==> src/rtl/seg7_scan_driver.sv <==
// rtl/seg7_scan_driver.sv - four-digit multiplexed seven-segment driver with frame-synchronous value swap
module seg7_scan_driver #(
  parameter int SLOT_CYCLES  = 12500,
  parameter int BLANK_CYCLES = 250
) (
  input  logic        clk_50MHz,
  input  logic        rst_n,
  input  logic        load_i,
  input  logic [15:0] value_i,
  input  logic [3:0]  dp_i,
  input  logic        lzb_en_i,
  output logic [3:0]  an_o,
  output logic [6:0]  seg_o,
  output logic        dp_o,
  output logic [1:0]  digit_o,
  output logic        frame_o,
  output logic        ack_o
);

  localparam int CW = $clog2(SLOT_CYCLES);
  localparam logic [CW-1:0] LAST_CNT  = CW'(SLOT_CYCLES - 1);
  localparam logic [CW-1:0] BLANK_CNT = CW'(BLANK_CYCLES);

  logic [CW-1:0] cnt;
  logic [15:0]   shadow;
  logic [3:0]    shadow_dp;
  logic [15:0]   pend_value;
  logic [3:0]    pend_dp;
  logic          pend;

  logic          wrap;
  logic          boundary;
  logic          lz_blank;
  logic          blank;
  logic [3:0]    nibble;
  logic [6:0]    glyph;

  function automatic logic [6:0] hex_glyph(input logic [3:0] h);
    case (h)
      4'h0: hex_glyph = 7'b1000000;
      4'h1: hex_glyph = 7'b1111001;
      4'h2: hex_glyph = 7'b0100100;
      4'h3: hex_glyph = 7'b0110000;
      4'h4: hex_glyph = 7'b0011001;
      4'h5: hex_glyph = 7'b0010010;
      4'h6: hex_glyph = 7'b0000010;
      4'h7: hex_glyph = 7'b1111000;
      4'h8: hex_glyph = 7'b0000000;
      4'h9: hex_glyph = 7'b0010000;
      4'hA: hex_glyph = 7'b0001000;
      4'hB: hex_glyph = 7'b0000011;
      4'hC: hex_glyph = 7'b1000110;
      4'hD: hex_glyph = 7'b0100001;
      4'hE: hex_glyph = 7'b0000110;
      default: hex_glyph = 7'b0001110;
    endcase
  endfunction

  always_comb begin
    wrap     = (cnt == LAST_CNT);
    boundary = wrap && (digit_o == 2'd3);
    nibble   = shadow[{digit_o, 2'b00} +: 4];
    glyph    = hex_glyph(nibble);
    // A digit is a leading zero when it and every nibble above it are zero
    case (digit_o)
      2'd3:    lz_blank = lzb_en_i && (shadow[15:12] == 4'h0);
      2'd2:    lz_blank = lzb_en_i && (shadow[15:8] == 8'h00);
      2'd1:    lz_blank = lzb_en_i && (shadow[15:4] == 12'h000);
      default: lz_blank = 1'b0;
    endcase
    blank = (cnt < BLANK_CNT) || lz_blank;
  end

  always_ff @(posedge clk_50MHz or negedge rst_n) begin
    if (!rst_n) begin
      cnt     <= '0;
      digit_o <= 2'd0;
    end else begin
      cnt <= wrap ? '0 : cnt + 1'b1;
      if (wrap) digit_o <= digit_o + 2'd1;
    end
  end

  // Output stage is computed from this cycle's counter, so it trails by one clock
  always_ff @(posedge clk_50MHz or negedge rst_n) begin
    if (!rst_n) begin
      an_o  <= 4'b1111;
      seg_o <= 7'b1111111;
      dp_o  <= 1'b1;
    end else if (blank) begin
      an_o  <= 4'b1111;
      seg_o <= 7'b1111111;
      dp_o  <= 1'b1;
    end else begin
      an_o  <= ~(4'b0001 << digit_o);
      seg_o <= glyph;
      dp_o  <= ~shadow_dp[digit_o];
    end
  end

  always_ff @(posedge clk_50MHz or negedge rst_n) begin
    if (!rst_n) begin
      shadow     <= 16'h0000;
      shadow_dp  <= 4'b0000;
      pend_value <= 16'h0000;
      pend_dp    <= 4'b0000;
      pend       <= 1'b0;
      frame_o    <= 1'b0;
      ack_o      <= 1'b0;
    end else begin
      frame_o <= boundary;
      ack_o   <= boundary && (pend || load_i);
      if (load_i) begin
        pend_value <= value_i;
        pend_dp    <= dp_i;
        pend       <= 1'b1;
      end
      // A load landing on the boundary cycle bypasses the pending register
      if (boundary && (pend || load_i)) begin
        shadow    <= load_i ? value_i : pend_value;
        shadow_dp <= load_i ? dp_i : pend_dp;
        pend      <= 1'b0;
      end
    end
  end

endmodule

==> config.mk <==
export PLATFORM = sky130hd
export DESIGN_NAME = seg7_scan_driver
export DESIGN_NICKNAME = d
export VERILOG_FILES = /design/src/rtl/seg7_scan_driver.sv
export SDC_FILE = /design/constraint.sdc
export NUM_CORES = 1
export LEC_CHECK = 0
export BUFFER_PORTS_ARGS = -buffer_cell sky130_fd_sc_hd__buf_2
export CAP_MARGIN = 20
export CORE_ASPECT_RATIO = 1.25
export CORE_MARGIN = 1
export CORE_UTILIZATION = 57
export DETAILED_ROUTE_END_ITERATION = 6
export HOLD_SLACK_MARGIN = 0.03
export PLACE_DENSITY = 0.91
export SETUP_SLACK_MARGIN = 0.5
export SYNTH_ARGS = -nofsm -noshare
export SYNTH_HDL_FRONTEND = slang
export SYNTH_SLANG_ARGS = --single-unit
==> constraint.sdc <==
create_clock -name clk_50MHz -period 2.9 [get_ports clk_50MHz]
set_clock_uncertainty 0.05 [all_clocks]
set_input_delay 0.29 -clock clk_50MHz [delete_from_list [all_inputs] [get_ports clk_50MHz]]
set_output_delay 0.29 -clock clk_50MHz [all_outputs]
set_load 0.05 [all_outputs]
* After elaboration in Yosys (flattened, before gate mapping)
Memories as Yosys holds them, arrays and structs flattened.
Index checks and enable logic that the tools add are counted.
** Storage, ports and cells
- Flip-flop bits (word level) :: 71
- ROM bits :: 112
- Bits of input ports :: 24
- Output and inout bits :: 16
- Logic and storage cells :: 47
- Memories kept :: 1
** Memories
- (name not given) :: depth 16, bits a word 7, read ports 1, clocked after Yosys merged registers in 0, wr ports 0, line 39 : case (h)
** Cells by class
- Add/sub/neg operators :: 2
- Magnitude comparators :: 2
- Equal/unequal tests :: 4
- Shift operators :: 2
- Multiplexer cells :: 11
- Bitwise logic cells :: 2
- Reductions and logical operators :: 11
** Operators by type and width (count)
- $mux W16 :: 1
- $shiftx A16 B5 Y4 :: 1
- $add A14 B1 Y14 const B :: 1
- $eq A14 B14 Y1 const B :: 1
- $lt A14 B8 Y1 const B :: 1
- $mux W14 :: 1
- $logic_not A12 Y1 :: 1
- $logic_not A8 Y1 :: 1
- $mux W4 :: 2
- $mux W7 :: 1
- $logic_and A1 B1 Y1 :: 5
- $eq A2 B2 Y1 const B :: 2
- $logic_not A4 Y1 :: 1
- $mux W1 :: 4
- $not A4 Y4 :: 1
- $shl A1 B2 Y4 const A :: 1
- $lt A2 B3 Y1 const B :: 1
- $pmux W1 S3 :: 1
- $add A2 B1 Y2 const B :: 1
- $bmux W1 S2 :: 1
- $eq A2 B1 Y1 const B :: 1
- $logic_or A1 B1 Y1 :: 2
- $reduce_bool A2 Y1 :: 1
- $not A1 Y1 :: 1

* Logic depth before layout (Yosys ltp)
- Word-level depth :: 5
- Gate-level depth with buffers :: 8
- Gate-level depth less buffers :: 6

* Worst setup path before layout
OpenSTA, ideal clock, no wires.
- Path kind :: register to register
- From :: register digit_o[1]
- To :: register seg_o[3]
- Setup time :: 0.080 ns
- Arrival time :: 2.378 ns
- Data required time :: 2.770 ns
- Setup slack :: 0.393 ns
- Cell stages (with the launch flop) :: 8
- Buffers on the path :: 1
- Clock period less this slack :: 2.507 ns
- Cells stage by stage :: dfrtp_1 buf_6 mux4_1 inv_1 ha_1 inv_1 mux4_2 nand2b_1
** Between the ends
- Word-level cells in the longest chain between the ends :: 4
- Elaborated cells between the ends (all ways) :: 8
- Classes of those cells :: 3 x eq/ne; 1 x shift; 2 x mux; 1 x reduce/logical; 1 x memory
** Ends and longest elaborated chain
- start: declaration :: line 15 : output logic [1:0] digit_o,
- start signal: assignment :: line 80 : if (wrap) digit_o <= digit_o + 2'd1;
- branches (longest 3 deep; another with $mem_v2 Z16 W7)
- $mux W7 (*) :: line 90 : end else if (blank) begin
- end signal: assignment :: line 96 : seg_o <= glyph;
- end: declaration :: line 13 : output logic [6:0] seg_o,
Every way passes the cells marked *.
A chain may end at the register's enable or synchronous reset.

* Worst setup path in the final report
Ends and elaborated chain as after synthesis.

==> summary.txt <==
Global route
  • Largest net degree at the start of global routing: 52
  • GRT Total Usage: 23.3%
  • First-pass GRT wire length: 10,400 um
  • Initial antenna violation count: 0
  • Vias in the first global route: 2,216
  • GRT Residual Overflow: 0

Setup path
  • Internal reg-to-reg setup slack: 590 ps
  • Crit path capture type: register
  • Crit path max-delay family: multiplexers
  • FF-to-FF path depth: 6
  • Most frequent cell on the critical path: inv_1
  • Slowest cell on crit path: mux4_1
  • CP Launch Type: register
  • Critical Path, Cell by Cell: mux4_1 -> inv_1 -> ha_1 -> inv_1 -> mux4_2 -> nand2b_1
  • CP bufs+invs: 2
  • CP peak stage delay: 690 ps
  • Worst reg2reg path startpoint: digit_o[1]$_DFFE_PN0N_
  • Logic depth of the worst path, buffers included: 6
  • Worst path required time: 3120 ps
  • Crit path max fanout: 10
  • RR Endpoint: seg_o[3]$_DFF_PN1_
  • Worst setup path endpoint: seg_o[3]$_DFF_PN1_
  • CP Launch Point: digit_o[1]$_DFFE_PN0N_
  • CP Class: reg2reg
  • CP arrival: 2530 ps

STA
  • Slew margin rel.: 60.7%
  • Fin crit share: between 70% and 80%
  • Final setup fails: 0
  • Setup total negative slack: 0 ps
  • Period minus WS final: 2310 ps
  • Unrepaired setup endpoints after global routing: no
  • Final Slew Violations: 0
  • Max Clock Freq: 0.433 GHz
  • Worst Tran Pin Value: 589 ps
  • Endpoints failing hold: 0

Finish
  • Layout cells sized above 1: 42.4%
  • Antenna Cells: 0
  • Leading cell type in the layout, fill and taps excluded: dfrtp_1
  • Most frequent cells in the layout: dfrtp_1, mux2_2, buf_2
  • Reg area: 1790 um^2
  • Multi-input gate area: 1360 um^2
  • Syn-to-layout area delta: 15.7%
  • Final net count: 325
  • # fillers: 358

Logic synthesis
  • Cell Area, Synth: 3240 um^2
  • Post-synthesis sequential area ratio: a little under three fifths
  • Syn Inst Count: 240
  • Syn_nets: between 200 and 300
  • Register bit total from synthesis: 71
  • Ys flop type: dfrtp_1
  • Synthesized area per cell: 13.5 um^2
  • Yosys warning count: 0
  • EDFF count, synth: 0
  • Yosys cell types: 39
  • Synth async-reset ratio: 100%

Power and ir drop
  • Design Power: 0.00193 W
  • Gate power share: 4.6%
  • Reg power frac: 53.1%
  • Maximum vdd ir drop: 0.306 mV
  • Leak: 1.69 nW
  • Power Internal: 0.00153 W
  • Net Sw Frac: approximately a fifth
  • Pwr Density: 515 nW/um^2
  • Sw power: 0.000404 W
  • Clock group share of total power: 42.3%

Clocking
  • Post-CTS sizing: 0
  • CTS Sinks: 71
  • CTS H-tree lvls: 3
  • Worst skew pair latency: 350 ps
  • CTS clk-pin slew, worst paths: 70 ps
  • Root buffer cell: clkbuf_8
  • CTS Buf Count: 9
  • Longest Clk Path Bufs: 2
  • CTS tree: built

Die
  • Die Y: between 80 and 90 um
  • Core area: 5440 um^2
  • Starting Density: 59.6%
  • Rows: 30
  • Die width: just under 70 um
  • Die ar.: 6000 um^2
  • I/O pins: 40

Route
  • Vias/cell: 5.86
  • Final ANT Viol Nets: 0
  • Vias: 2,104
  • 1st-iter DRT viols: 100
  • Total routed wirelength: 6220 um
  • Detailed Routing Iterations Pass 1: 4
  • DRC Markers: 0
  • Avg WL per Cell: 17.3 um

Min path
  • Worst min-delay path class: in2reg

Status
  • Status: complete, no violations

Job
  • Maximum Capacitance Violations: 0

Place
  • DPL Wire Length: 4330 um
  • PortBufs: 39
  • Final Wtd Congestion: 0.871
[per-layer routing]
layer	track usage [%]	vias to the layer above	wire, um
met5	0	-	0
met4	16.5	0	258
met3	7.09	22	339
met2	35.9	81	3010
met1	28.2	1044	2610
li1	-	957	-
[synthesized netlist by cell type, drive strengths merged (2+ instances only)]
cell / n / area, um^2
nand4: 3 / 18.8
mux2i: 5 / 50.1
nor3: 4 / 20.0
ha: 11 / 138
nand2: 15 / 56.3
nor3b: 2 / 15.0
or2: 2 / 12.5
nand3: 6 / 30.0
mux2: 43 / 488
o221ai: 3 / 26.3
dfrtp: 59 / 1480
nor2b: 2 / 12.5
xnor2: 10 / 87.6
mux4: 6 / 146
clkbuf: 3 / 11.3
nor4: 6 / 43.8
dfstp: 12 / 315
nor2: 14 / 52.6
inv: 7 / 26.3
o211ai: 3 / 22.5
xor2: 7 / 61.3
buf: 6 / 47.5
[how the worst min path moves through the flow]
stage / cells after the start / from / end / slack, ps
6_report: 2 / value_i[9] / pend_value[9]$_DFF_PN0_ / 140
2_1_floorplan: 0 / rst_n / ack_o$_DFF_PN0_ / -60
3_5_place_dp: 1 / pend_dp[2]$_DFF_PN0_ / pend_dp[2]$_DFF_PN0_ / 430
3_3_place_gp: 2 / pend$_DFFE_PN0P_ / pend$_DFFE_PN0P_ / 420
5_1_grt: 2 / dp_i[2] / pend_dp[2]$_DFF_PN0_ / 120
4_1_cts: 1 / rst_n / shadow[2]$_DFFE_PN0P_ / 110
[state kept, by name, indices dropped and copies added, names as in the netlist, 2 cells and up]
name / cells
pend_dp: 4
digit_o: 2
seg_o: 7
cnt: 14
shadow_dp: 4
shadow: 16
pend_value: 16
an_o: 4
[logic make-up (layout without fill, tap and decap cells)]
group                    count (synthesis)  after routing  share of synthesized area (%)
adder cells (fa/ha/maj)                 11             11                           4.25
AO/OA/AOI/OAI                           11             11                           2.66
XOR/XNOR                                17             17                           4.59
flip-flops                              71             71                           55.3
buffers and inverters                   17             72                           2.74
AND/OR/NAND/NOR                         59             59                           9.38
multiplexers                            54             54                           21.1
[metrics by stage]
stage	instances	worst slack, ps	instance area, um^2	util, %	hold WS, ps
3_5_place_dp	337	592	3480	64.0	432
3_3_place_gp	337	711	3480	64.0	419
6_report	359	591	3750	68.9	139
5_1_grt	359	504	3750	68.9	125
2_1_floorplan	240	549	3240	-	-55.6
4_1_cts	353	558	3690	67.8	113
[power groups by stage]
| stage | Sequential, W | Clock, W | Combinational [W] |
|---|---|---|---|
| 3_5_place_dp | 0.00104 | 0 | 0.0000855 |
| 4_1_cts | 0.00103 | 0.000842 | 0.0000859 |
| 2_1_floorplan | 0.00104 | 0 | 0.0000380 |
| 6_report | 0.00103 | 0.000817 | 0.0000884 |
| 3_3_place_gp | 0.00104 | 0 | 0.0000811 |
| 5_1_grt | 0.00103 | 0.000875 | 0.0000991 |
[cell type report]
cell class              count  area share (%)
clock inverters             3            1.07
inverters                   8           0.801
flip-flops and latches     71            47.8
repair buffers             48            7.40
clock buffers              13            4.50
well taps                  64            2.13
multi-input cells         152            36.3
[repair_timing]
action / in CTS / in global routing
endpoints found under the setup margin: 0 / 1
hold endpoints to repair: 0 / 9
buffers inserted: 0 / 4
hold buffers: 0 / 1
(Power assumes the default switching activity.)
